$ cat src/rtl/rf_write_arbiter.sv
// rf_write_arbiter: shares the register file's single write port between two requesters.
// The arbiter grants one write per cycle: combinationally, with round-robin priority under
// contention. The granted write is registered onto we3/wa3/wd3, and writes to r0 are dropped.
// A saturating counter records how many cycles saw contention.

module rf_write_arbiter #(
    parameter int WIDTH = 8
) (
    input  logic             clk,
    input  logic             rst_n,
    input  logic             stall,
    input  logic             req0,
    input  logic [2:0]       wa0,
    input  logic [WIDTH-1:0] wd0,
    output logic             gnt0,
    input  logic             req1,
    input  logic [2:0]       wa1,
    input  logic [WIDTH-1:0] wd1,
    output logic             gnt1,
    output logic             we3,
    output logic [2:0]       wa3,
    output logic [WIDTH-1:0] wd3,
    output logic [7:0]       conflicts
);

    // prio_q: 0 favours port 0 when both request, 1 favours port 1
    logic             prio_q,      prio_d;
    logic             we3_q,       we3_d;
    logic [2:0]       wa3_q,       wa3_d;
    logic [WIDTH-1:0] wd3_q,       wd3_d;
    logic [7:0]       conflicts_q, conflicts_d;
    logic             contend;

    assign contend = req0 && req1 && !stall;

    // Grant selection: stall or reset blocks both grants; otherwise a lone requester wins and prio breaks ties
    always_comb begin
        // NOTE: default every output first so no path leaves it unassigned and infers a latch.
        gnt0 = 1'b0;
        gnt1 = 1'b0;
        if (rst_n && !stall) begin
            if (req0 && (!req1 || !prio_q)) begin
                gnt0 = 1'b1;
            end else if (req1) begin
                gnt1 = 1'b1;
            end
        end
    end

    // Next-state logic for the priority pointer, write port and contention counter
    always_comb begin
        prio_d      = prio_q;
        we3_d       = 1'b0;
        wa3_d       = wa3_q;
        wd3_d       = wd3_q;
        conflicts_d = conflicts_q;
        if (gnt0) begin
            prio_d = 1'b1;
            we3_d  = (wa0 != 3'd0);
            wa3_d  = wa0;
            wd3_d  = wd0;
        end else if (gnt1) begin
            prio_d = 1'b0;
            we3_d  = (wa1 != 3'd0);
            wa3_d  = wa1;
            wd3_d  = wd1;
        end
        if (contend && (conflicts_q != 8'hFF)) begin
            conflicts_d = conflicts_q + 8'd1;
        end
    end

    // State registers; reset clears everything immediately, including any in-flight write
    always_ff @(posedge clk or negedge rst_n) begin
        if (!rst_n) begin
            prio_q      <= 1'b0;
            we3_q       <= 1'b0;
            wa3_q       <= 3'd0;
            wd3_q       <= '0;
            conflicts_q <= 8'd0;
        end else begin
            // NOTE: non-blocking assignments so every register samples the pre-edge values.
            prio_q      <= prio_d;
            we3_q       <= we3_d;
            wa3_q       <= wa3_d;
            wd3_q       <= wd3_d;
            conflicts_q <= conflicts_d;
        end
    end

    assign we3       = we3_q;
    assign wa3       = wa3_q;
    assign wd3       = wd3_q;
    assign conflicts = conflicts_q;

endmodule

$ cat config.mk
export PLATFORM = sky130hd
export DESIGN_NAME = rf_write_arbiter
export DESIGN_NICKNAME = d
export VERILOG_FILES = /design/src/rtl/rf_write_arbiter.sv
export SDC_FILE = /design/constraint.sdc
export NUM_CORES = 1
export LEC_CHECK = 0
export ABC_CLOCK_PERIOD_IN_PS = 1300
export CORE_AREA = 2 2 60 62
export DETAILED_ROUTE_END_ITERATION = 8
export DIE_AREA = 0 0 62 64
export PLACE_DENSITY = 0.74
export SYNTH_ARGS = -nofsm -noshare
export SYNTH_HDL_FRONTEND = slang
export SYNTH_SLANG_ARGS = --single-unit
export TNS_END_PERCENT = 50
$ cat constraint.sdc
create_clock -name clk -period 1.3 [get_ports clk]
set_input_delay 0.325 -clock clk [delete_from_list [all_inputs] [get_ports clk]]
set_output_delay 0.325 -clock clk [all_outputs]
set_load 0.01 [all_outputs]
# Word-level counts from Yosys, hierarchy flattened
# Index checks and enable logic that the tools add are counted.
# word_totals
reg_bits	21
in_bits	27
# op_classes
n_eq_ne	1
add_sub_neg	1
reduce_logical	12
mux	13
# op_table
operator	count
8-bit 2-to-1 mux	2
1-bit 2-to-1 mux	9
8-bit by 1-bit adder with 8-bit output (second input constant)	1
8-bit inequality test (second input constant)	1
3-bit 2-to-1 mux	2
3-bit nonzero test	2
1-bit logical AND	5
1-bit logical NOT	3
2-bit nonzero test	1
1-bit logical OR	1

# Longest topological paths before layout
# Gate-level depths: netlist (run 1).
# logic_depth
ltp_word	7
ltp_mapped	6

# Worst setup path after synthesis (run 1)
# Ideal clock, no wire load.
# synth_path
path_type	register to register
from	register conflicts_q[3] (netlist: conflicts[3])
to	register conflicts_q[1] (netlist: conflicts[1])
slack_ns	-0.079
t_required_ns	1.172
stages_incl_launch_ff	5
t_arrival_ns	1.252
cell_sequence	dfrtp_1 and3_1 nand3_2 o21ai_2 mux2_1
# synth_via
elab_chain_cells	2
# synth_lines
element	line	rtl
start: declaration	31	logic [7:0] conflicts_q, conflicts_d;
start signal: assignment	87	conflicts_q <= conflicts_d;
8-bit inequality test	68	if (contend && (conflicts_q != 8'hFF)) begin
1-bit logical AND	68	
# No other way between the ends.
# A chain may end at the register's enable or synchronous reset.

# Worst setup path after layout (run 1)
# layout_path
from	register prio_q
to	output gnt0
# layout_via
elab_chain_cells	5
# layout_lines
element	line	rtl
start: declaration	27	logic prio_q, prio_d;
start signal: assignment	83	prio_q <= prio_d;
1-bit logical NOT	42	if (req0 && (!req1 || !prio_q)) begin
1-bit logical OR	42	
1-bit logical AND	42	
1-bit 2-to-1 mux	42	
1-bit 2-to-1 mux	41	if (rst_n && !stall) begin
end: declaration	15	output logic gnt0,
# No other way between the ends.

==> results of run 1 <==
worst paths after layout:
kind / start / endpoint / cells past startpoint
max: prio_q$_DFFE_PN0P_ / gnt0 / 3
min: rst_n / conflicts[7]$_DFFE_PN0P_ / 2
max reg2reg: conflicts[5]$_DFFE_PN0P_ / conflicts[1]$_DFFE_PN0P_ / 5
min reg2reg: wd3[6]$_DFFE_PN0P_ / wd3[6]$_DFFE_PN0P_ / 2
max in group asynchronous: rst_n / conflicts[3]$_DFFE_PN0P_ / 2
min in group clk: wd3[6]$_DFFE_PN0P_ / wd3[6]$_DFFE_PN0P_ / 2
cell families (layout without fill, tap and decap cells):
family | count (synthesis) | in the layout | share of synthesized area (%)
mux | 4 | 4 | 5.01
xor+xnor | 3 | 3 | 2.70
fa+ha+maj | 1 | 1 | 1.29
flops | 21 | 21 | 54.0
compound gates | 22 | 22 | 15.7
buf+inv | 4 | 80 | 1.93
simple gates | 40 | 40 | 19.4
worst max-delay path, delay by kind of cell, from the launching register on:
kind | cells | cell delay, ns
buf+inv | 1 | 0.10
flops | 1 | 0.43
simple gates | 2 | 0.25
placed cells by master (no fill, tap or decap), drive strengths merged:
master / count
buf: 34
nand2: 28
clkdlybuf4s50: 22
dfrtp: 21
clkbuf: 12
a22oi: 10
clkdlybuf4s15: 7
o21ai: 4
mux2: 4
and3: 3
dlygate4sd2: 3
a21oi: 3
o31ai: 2
nand3: 2
xnor2: 2
nor2b: 1
inv: 1
nand3b: 1
and3b: 1
nand4: 1
o21ba: 1
xor2: 1
a21o: 1
nor3: 1
o22ai: 1
nand2b: 1
nor2: 1
ha: 1
clkinv: 1
what timing repair did:
action,4_1_cts,5_1_grt
setup endpoints to repair,42,21
pin swaps,2,7
buffers inserted,5,8
resized for setup,65,24
synthesized netlist by cell type:
| master | n | area (um^2) |
|---|---|---|
| nand3_2 | 1 | 10.0 |
| nor2b_1 | 1 | 6.26 |
| dfrtp_1 | 21 | 526 |
| nor2_1 | 1 | 3.75 |
| nor3_2 | 1 | 10.0 |
| nand3b_1 | 1 | 7.51 |
| a21o_1 | 1 | 7.51 |
| and3_1 | 3 | 18.8 |
| inv_1 | 1 | 3.75 |
| ha_1 | 1 | 12.5 |
| a21oi_1 | 3 | 15.0 |
| mux2_4 | 1 | 15.0 |
| o21ba_1 | 1 | 10.0 |
| o21ai_2 | 1 | 8.76 |
| and3b_2 | 1 | 10.0 |
| o31ai_1 | 2 | 15.0 |
| nand2_1 | 28 | 105 |
| mux2_1 | 3 | 33.8 |
| nand3_1 | 1 | 5.00 |
| o21ai_0 | 1 | 5.00 |
| a22oi_1 | 10 | 75.1 |
| o21ai_1 | 2 | 10.0 |
| o22ai_1 | 1 | 6.26 |
| nand2b_1 | 1 | 6.26 |
| buf_2 | 3 | 15.0 |
| nand4_1 | 1 | 6.26 |
| xor2_1 | 1 | 8.76 |
| xnor2_1 | 2 | 17.5 |
power by group through the flow:
stage | sequential, mW | combinational, mW | clock [mW]
2_1_floorplan | 1.00 | 0.202 | 0
3_3_place_gp | 0.926 | 0.809 | 0
3_5_place_dp | 0.932 | 0.833 | 0
4_1_cts | 0.900 | 0.874 | 0.339
5_1_grt | 0.923 | 1.05 | 0.351
6_report | 0.907 | 0.970 | 0.324
layer usage:
metal	share of wire (%)	vias to the layer above	track usage (%)
met1	39	504	16.9
met2	56	32	28.0
li1	-	489	-
met5	0	-	0
met3	4.6	2	2.63
met4	0.62	0	5.32
registers in the layout (all words and copies together) (netlist names):
signal / count
wa3: 3
we3: 1
conflicts: 8
prio_q: 1
wd3: 8
layout make-up:
type | instances | share of cell area (%)
Timing Repair Buffer | 75 | 36.5
Tap cell | 46 | 3.30
Clock inverter | 1 | 0.287
Clock buffer | 3 | 1.29
Inverter | 1 | 0.215
Sequential cell | 21 | 30.2
Multi-Input combinational cell | 70 | 28.3
==> impl_metrics.tcl, run 1 <==
set metrics [dict create \
    comb_power_share_pct 44.1 \
    io_buffer_count 48 \
    finalSetupViolations 9 \
    multiInputGateArea_um2 494 \
    violations "setup timing" \
    yosysWarnings 0 \
    fill_cells 331 \
    worstSkewPairLatency_ns 0.31 \
    setup_slack_ns -0.111 \
    status "finished, violations left" \
    gp_congestion 0.801 \
    clkPwrFrac_pct 14.7 \
    synth.avg_cell_area_um2 10.2 \
    place_ws_ns -0.765 \
    fp.dieH_um 64 \
    required_ns 0.98 \
    p_switching_mw 0.727 \
    swShare_pct 33.0 \
    setup.worst_path.end_class "output port" \
    yosysSeqAreaShare_pct 54.0 \
    hold_buffers 0 \
    p_int_mw 1.47 \
    fin_crit_sh_pct 109 \
    worst-path-max-fanout 3 \
    netlist_area_um2 973 \
    ios 49 \
    p_leak_nw 0.847 \
    finalNonFillerCells 217 \
    clk_pin_slew_ns 0.13 \
    grt_pass1_wl_um 4510 \
    seq_area_um2 527 \
    hp-class "in2async" \
    grt_pass1_vias 1002 \
    cts_buffer_depth 2 \
    post_synth_inst_count 95 \
    ir_drop_mv 0.375 \
    rows 21 \
    fin_setup_tns_ns -0.439 \
    dp.cells 200 \
    ys_ff_latch 21 \
    cts_tree "yes" \
    vias 1027 \
    antenna_found_initial 0 \
    drt_pass1_iterations 4 \
    place_area_um2 1620 \
    fin_area_um2 1750 \
    hpwl_um 2120 \
    grt-ovfl-total 0 \
    hold_violations 0 \
    ctsRootBufferMaster "clkbuf_4" \
    path_cells "nand2_1 > and3_4 > buf_6" \
    p_per_area_nw_per_um2 1260 \
    drt_iter0_drc 53 \
    cts_max_level 1 \
    areaGrowthSynthToFinish_pct 79.4 \
    slew_headroom_pct 82.2 \
    wl_um 3070 \
    antenna_cells 0 \
    start_util_pct 29.6 \
    clock-sinks 21 \
    ys_types 28 \
    syn_nets 123 \
    final_antenna_net_count 0 \
    crit_path_max_incr_delay_ns 0.43 \
    numCtsBuffers 3 \
    drive_gt1_share_pct 36.8 \
    max_freq_mhz 709 \
    crit_type "reg2out" \
    drv_slew 0 \
    cp-start-kind "flop" \
    grt.total_usage_pct 15.3 \
    crit_arrival_ns 1.09 \
    fin_skew_ns 0.00743 \
    maxCapViolCount 0 \
    avgViaCountPerCell 4.73 \
    wl_per_cell_um 14.1 \
    route.detailed.drc 0 \
    post-route-util_pct 53.2 \
    reg2reg_slack_ns -0.11 \
    holdWs_ns 0.142 \
    rsz0062_at_grt "yes" \
    num-nets-final 200 \
    p_seq_share_pct 41.2 \
    critPathSlowestCell "dfrtp_1" \
    power_mw 2.20 \
    core_um2 3280 \
    design.die.area_um2 3970 \
    grt_start_max_net_pins 22 \
    worst_pin_slew_ns 0.267 \
    fp.dieW_um 62 \
    period_needed_ns 1.41 \
]
(Power assumes the default switching activity.)
==> run 2, diff against run 1 <==
--- a/config.mk
+++ b/config.mk
@@ -5,10 +5,12 @@
 export SDC_FILE = /design/constraint.sdc
 export NUM_CORES = 1
 export LEC_CHECK = 0
-export ABC_CLOCK_PERIOD_IN_PS = 1300
+export ABC_CLOCK_PERIOD_IN_PS = 1200
 export CORE_AREA = 2 2 60 62
+export CTS_CLUSTER_SIZE = 40
 export DETAILED_ROUTE_END_ITERATION = 8
 export DIE_AREA = 0 0 62 64
+export MAX_ROUTING_LAYER = met4
 export PLACE_DENSITY = 0.74
 export SYNTH_ARGS = -nofsm -noshare
 export SYNTH_HDL_FRONTEND = slang
==> constraint.sdc (replaced) <==
create_clock -name clk -period 1.2 [get_ports clk]
set_input_delay 0.3 -clock clk [delete_from_list [all_inputs] [get_ports clk]]
set_output_delay 0.3 -clock clk [all_outputs]
set_load 0.01 [all_outputs]
==> impl_metrics.tcl, run 2 (same netlist as run 1, synthesis figures left out) <==
set metrics [dict create \
    drt_iter0_drc 43 \
    post-route-util_pct 56.6 \
    crit_path_max_incr_delay_ns 0.41 \
    final_antenna_net_count 0 \
    maxCapViolCount 0 \
    fin_crit_sh_pct 114 \
    grt.busiest_layer "met2" \
    grtUsageMet3_pct 2.43 \
    wl_um 3270 \
    rows 21 \
    clk_pin_slew_ns 0.12 \
    period_needed_ns 1.37 \
    grt_pass1_vias 1177 \
    wl_per_cell_um 14.4 \
    finalSetupViolations 11 \
    rsz0062_at_grt "yes" \
    clock-sinks 21 \
    cts_max_level 1 \
    use_met2_pct 32.6 \
    mostFrequentLayoutCell "buf_4" \
    status "finished, violations left" \
    vias 1058 \
    cp_num_cells 3 \
    antenna_cells 0 \
    drv_slew 0 \
    cts_buffer_depth 2 \
    path_delay_family "flip-flops" \
    gr-usage-met1_pct 18.6 \
    cp-start-kind "flop" \
    required_ns 0.90 \
    route.detailed.drc 0 \
    areaGrowthSynthToFinish_pct 91.0 \
    critPathBufInv 1 \
    place_area_um2 1660 \
    core_um2 3280 \
    io_buffer_count 48 \
    ff2ff_path_depth 5 \
    fin_area_um2 1860 \
    num-nets-final 210 \
    cts_tree "yes" \
    final_cell_mix "32 x buf_4, 26 x nand2_1, 22 x clkdlybuf4s50_1" \
    fin_skew_ns 0.00605 \
    grt-ovfl-total 0 \
    crit_arrival_ns 1.07 \
    setup_slack_ns -0.172 \
    critPathSlowestCell "dfrtp_1" \
    gp_congestion 0.834 \
    crit_type "reg2out" \
    p_per_area_nw_per_um2 1380 \
    avgViaCountPerCell 4.66 \
    grt.total_usage_pct 18.0 \
    ir_drop_mv 0.438 \
    drt_pass1_iterations 4 \
    antenna_found_initial 0 \
    hold_violations 0 \
    worstSkewPairLatency_ns 0.29 \
    start_util_pct 29.6 \
    worst_pin_slew_ns 0.273 \
    violations "setup timing" \
    p_leak_nw 0.910 \
    drive_gt1_share_pct 50.3 \
    ios 49 \
    slew_headroom_pct 81.8 \
    numCtsBuffers 3 \
    hold_buffers 0 \
    grt_pass1_wl_um 5210 \
    grt_start_max_net_pins 22 \
    max_freq_mhz 729 \
    setup.worst_path.end_class "output port" \
    hpwl_um 2230 \
    fill_cells 299 \
    worst-path-max-fanout 3 \
    ctsRootBufferMaster "clkbuf_4" \
    hp-class "in2async" \
    path_cells "nand2_1 > and3_4 > buf_6" \
    fp.dieW_um 62 \
    design.die.area_um2 3970 \
    fp.dieH_um 64 \
]
-- run 2: per-stage QoR --
stage               cells  total power, mW  TNS [ns]  setup slack, ns  hold WS, ns
global placement      205             1.91    -11.55           -0.809        0.465
CTS                   223             2.46     -1.57           -0.182        0.139
finish                227             2.56     -1.18           -0.172        0.154
detailed placement    205             1.97    -12.51           -0.835        0.466
floorplan              95             1.31    -0.360           -0.133      0.00441
global route          227             2.73     -2.21           -0.232        0.175
-- run 2: timing repair --
action | 4_1_cts | 5_1_grt
endpoints found under the setup margin | 43 | 26
pin swaps | 12 | 11
gates resized for setup | 118 | 11
buffers inserted | 14 | 5
-- run 2: final timing paths --
path                                                from                       end  slack [ns]
worst max-delay path                  prio_q$_DFFE_PN0P_                      gnt0       -0.17
worst min-delay path                               rst_n  conflicts[2]$_DFFE_PN0P_        0.15
worst max register to register  conflicts[5]$_DFFE_PN0P_  conflicts[1]$_DFFE_PN0P_       -0.15
worst min register to register        wd3[2]$_DFFE_PN0P_        wd3[2]$_DFFE_PN0P_        0.49
max in group asynchronous                          rst_n  conflicts[3]$_DFFE_PN0P_        0.81
min in group clk                      wd3[2]$_DFFE_PN0P_        wd3[2]$_DFFE_PN0P_        0.49
-- run 2: cell type report --
type	count	area, um^2	area share, %
Multi-Input combinational cell	70	568	30.6
Sequential cell	21	527	28.3
Timing Repair Buffer	85	677	36.4
Tap cell	46	57.6	3.10
Clock buffer	4	26.3	1.41
Inverter	1	3.75	0.202
-- run 2: where the power goes --
| group | internal [mW] | leakage [nW] | switching, mW | total (mW) |
|---|---|---|---|---|
| clock network | 0.129 | 0.0150 | 0.205 | 0.334 |
| logic | 0.706 | 0.631 | 0.552 | 1.26 |
| registers | 0.870 | 0.264 | 0.0991 | 0.969 |
| total | 1.70 | 0.910 | 0.856 | 2.56 |
-- run 2: per-layer routing --
layer / vias to the layer above / routed length (um)
li1: 505 / -
met1: 508 / 1190
met2: 36 / 1870
met3: 9 / 132
met4: 0 / 82
met5: - / 0
==> run 3, diff against run 2 <==
--- a/config.mk
+++ b/config.mk
@@ -11,7 +11,7 @@
 export DETAILED_ROUTE_END_ITERATION = 8
 export DIE_AREA = 0 0 62 64
 export MAX_ROUTING_LAYER = met4
-export PLACE_DENSITY = 0.74
+export PLACE_DENSITY = 0.65
 export SYNTH_ARGS = -nofsm -noshare
 export SYNTH_HDL_FRONTEND = slang
 export SYNTH_SLANG_ARGS = --single-unit
==> impl_metrics.tcl, run 3 (same netlist as run 1, synthesis figures left out) <==
set metrics [dict create \
    worstSkewPairLatency_ns 0.29 \
    grt_pass1_wl_um 4840 \
    cts_tree "yes" \
    areaGrowthSynthToFinish_pct 83.5 \
    violations "setup timing" \
    status "finished, violations left" \
    worst-path-max-fanout 3 \
    core_um2 3280 \
    p_switching_mw 0.787 \
    crit_type "reg2out" \
    ctsRootBufferMaster "clkbuf_4" \
    finalSetupViolations 16 \
    grt.total_usage_pct 16.7 \
    num-nets-final 201 \
    maxCapViolCount 0 \
    swShare_pct 32.3 \
    max_freq_mhz 718 \
    fp.dieH_um 64 \
    gp_congestion 0.805 \
    required_ns 0.90 \
    rows 21 \
    worst_pin_slew_ns 0.246 \
    finalNonFillerCells 218 \
    slew_headroom_pct 83.6 \
    ios 49 \
    grt_start_max_net_pins 20 \
    mostFrequentLayoutCell "nand2_1" \
    crit_arrival_ns 1.09 \
    fin_skew_ns 0.000986 \
    final_cell_mix "26 x nand2_1, 22 x clkdlybuf4s50_1, 20 x dfrtp_1" \
    fin_crit_sh_pct 116 \
    drt_iter0_drc 20 \
    ir_drop_mv 0.667 \
    clock-sinks 21 \
    io_buffer_count 48 \
    wl_per_cell_um 13.3 \
    dp.cells 204 \
    fin_setup_tns_ns -1.16 \
    numCtsBuffers 3 \
    grt-ovfl-total 0 \
    period_needed_ns 1.39 \
    design.die.area_um2 3970 \
    fp.dieW_um 62 \
    setup.worst_path.end_class "output port" \
    p_int_mw 1.65 \
    vias 1009 \
    start_util_pct 29.6 \
    avgViaCountPerCell 4.63 \
    cts_max_level 1 \
    route.detailed.drc 0 \
    clkPwrFrac_pct 13.6 \
    place_ws_ns -0.870 \
    p_leak_nw 0.860 \
    wl_um 2890 \
    cts_buffer_depth 2 \
    antenna_found_initial 0 \
    grt_pass1_vias 1111 \
    cp-start-kind "flop" \
    final_antenna_net_count 0 \
    antenna_cells 0 \
    hp-class "in2async" \
    drv_slew 0 \
    drt_pass1_iterations 4 \
    power_mw 2.43 \
    p_per_area_nw_per_um2 1360 \
    drive_gt1_share_pct 45.3 \
    p_seq_share_pct 41.4 \
    hpwl_um 2160 \
    rsz0062_at_grt "yes" \
    comb_power_share_pct 45.0 \
    setup_slack_ns -0.193 \
    hold_violations 0 \
    clk_pin_slew_ns 0.11 \
]
run 3: final timing paths:
check / from / to / slack, ns / cells past startpoint
max: prio_q$_DFFE_PN0P_ / gnt0 / -0.19 / 3
min: rst_n / we3$_DFF_PN0_ / 0.11 / 2
max reg2reg: conflicts[5]$_DFFE_PN0P_ / conflicts[1]$_DFFE_PN0P_ / -0.17 / 5
min reg2reg: wd3[2]$_DFFE_PN0P_ / wd3[2]$_DFFE_PN0P_ / 0.48 / 2
max in group asynchronous: rst_n / conflicts[3]$_DFFE_PN0P_ / 0.78 / 2
min in group clk: wd3[2]$_DFFE_PN0P_ / wd3[2]$_DFFE_PN0P_ / 0.48 / 2
run 3: repair_timing:
item,in CTS,in global routing
buffers inserted,7,4
resized for setup,110,16
hold endpoints to repair,0,0
hold buffers,0,0
setup endpoints to repair,43,27
pin swaps,8,4
run 3: power by group through the flow:
stage          Clock [mW]  Sequential, mW  Combinational [mW]
6_report            0.330            1.01                1.10
5_1_grt             0.379            1.03                1.21
4_1_cts             0.339           0.989               0.979
3_5_place_dp            0            1.00               0.967
3_3_place_gp            0           0.994               0.936
2_1_floorplan           0            1.09               0.221
run 3: area by class of cell:
type | count | area [um^2]
flip-flops and latches | 21 | 527
repair buffers | 76 | 639
fillers | 319 | 1500
inverters | 1 | 3.75
multi-input cells | 70 | 533
well taps | 46 | 57.6
clock buffers | 4 | 26.3
run 3: stage by stage:
stage	utilization (%)	hold slack (ns)	instance area, um^2
floorplan	-	0.00441	998
global placement	50.2	0.460	1650
detailed placement	50.2	0.465	1650
CTS	51.8	0.103	1700
global route	54.4	0.107	1790
finish	54.4	0.111	1790
run 3: critical path: stages (launching register included):
cell	delay, ns
dfrtp_1	0.42
nand2_1	0.09
and3_4	0.19
buf_6	0.10
run 3: routing by layer:
layer | vias up | part of all wire [%] | GRT usage (%)
li1 | 487 | - | -
met1 | 481 | 40 | 19.1
met5 | - | 0 | -
met2 | 39 | 51 | 28.0
met4 | 0 | 0.80 | 5.59
met3 | 2 | 8.2 | 3.85
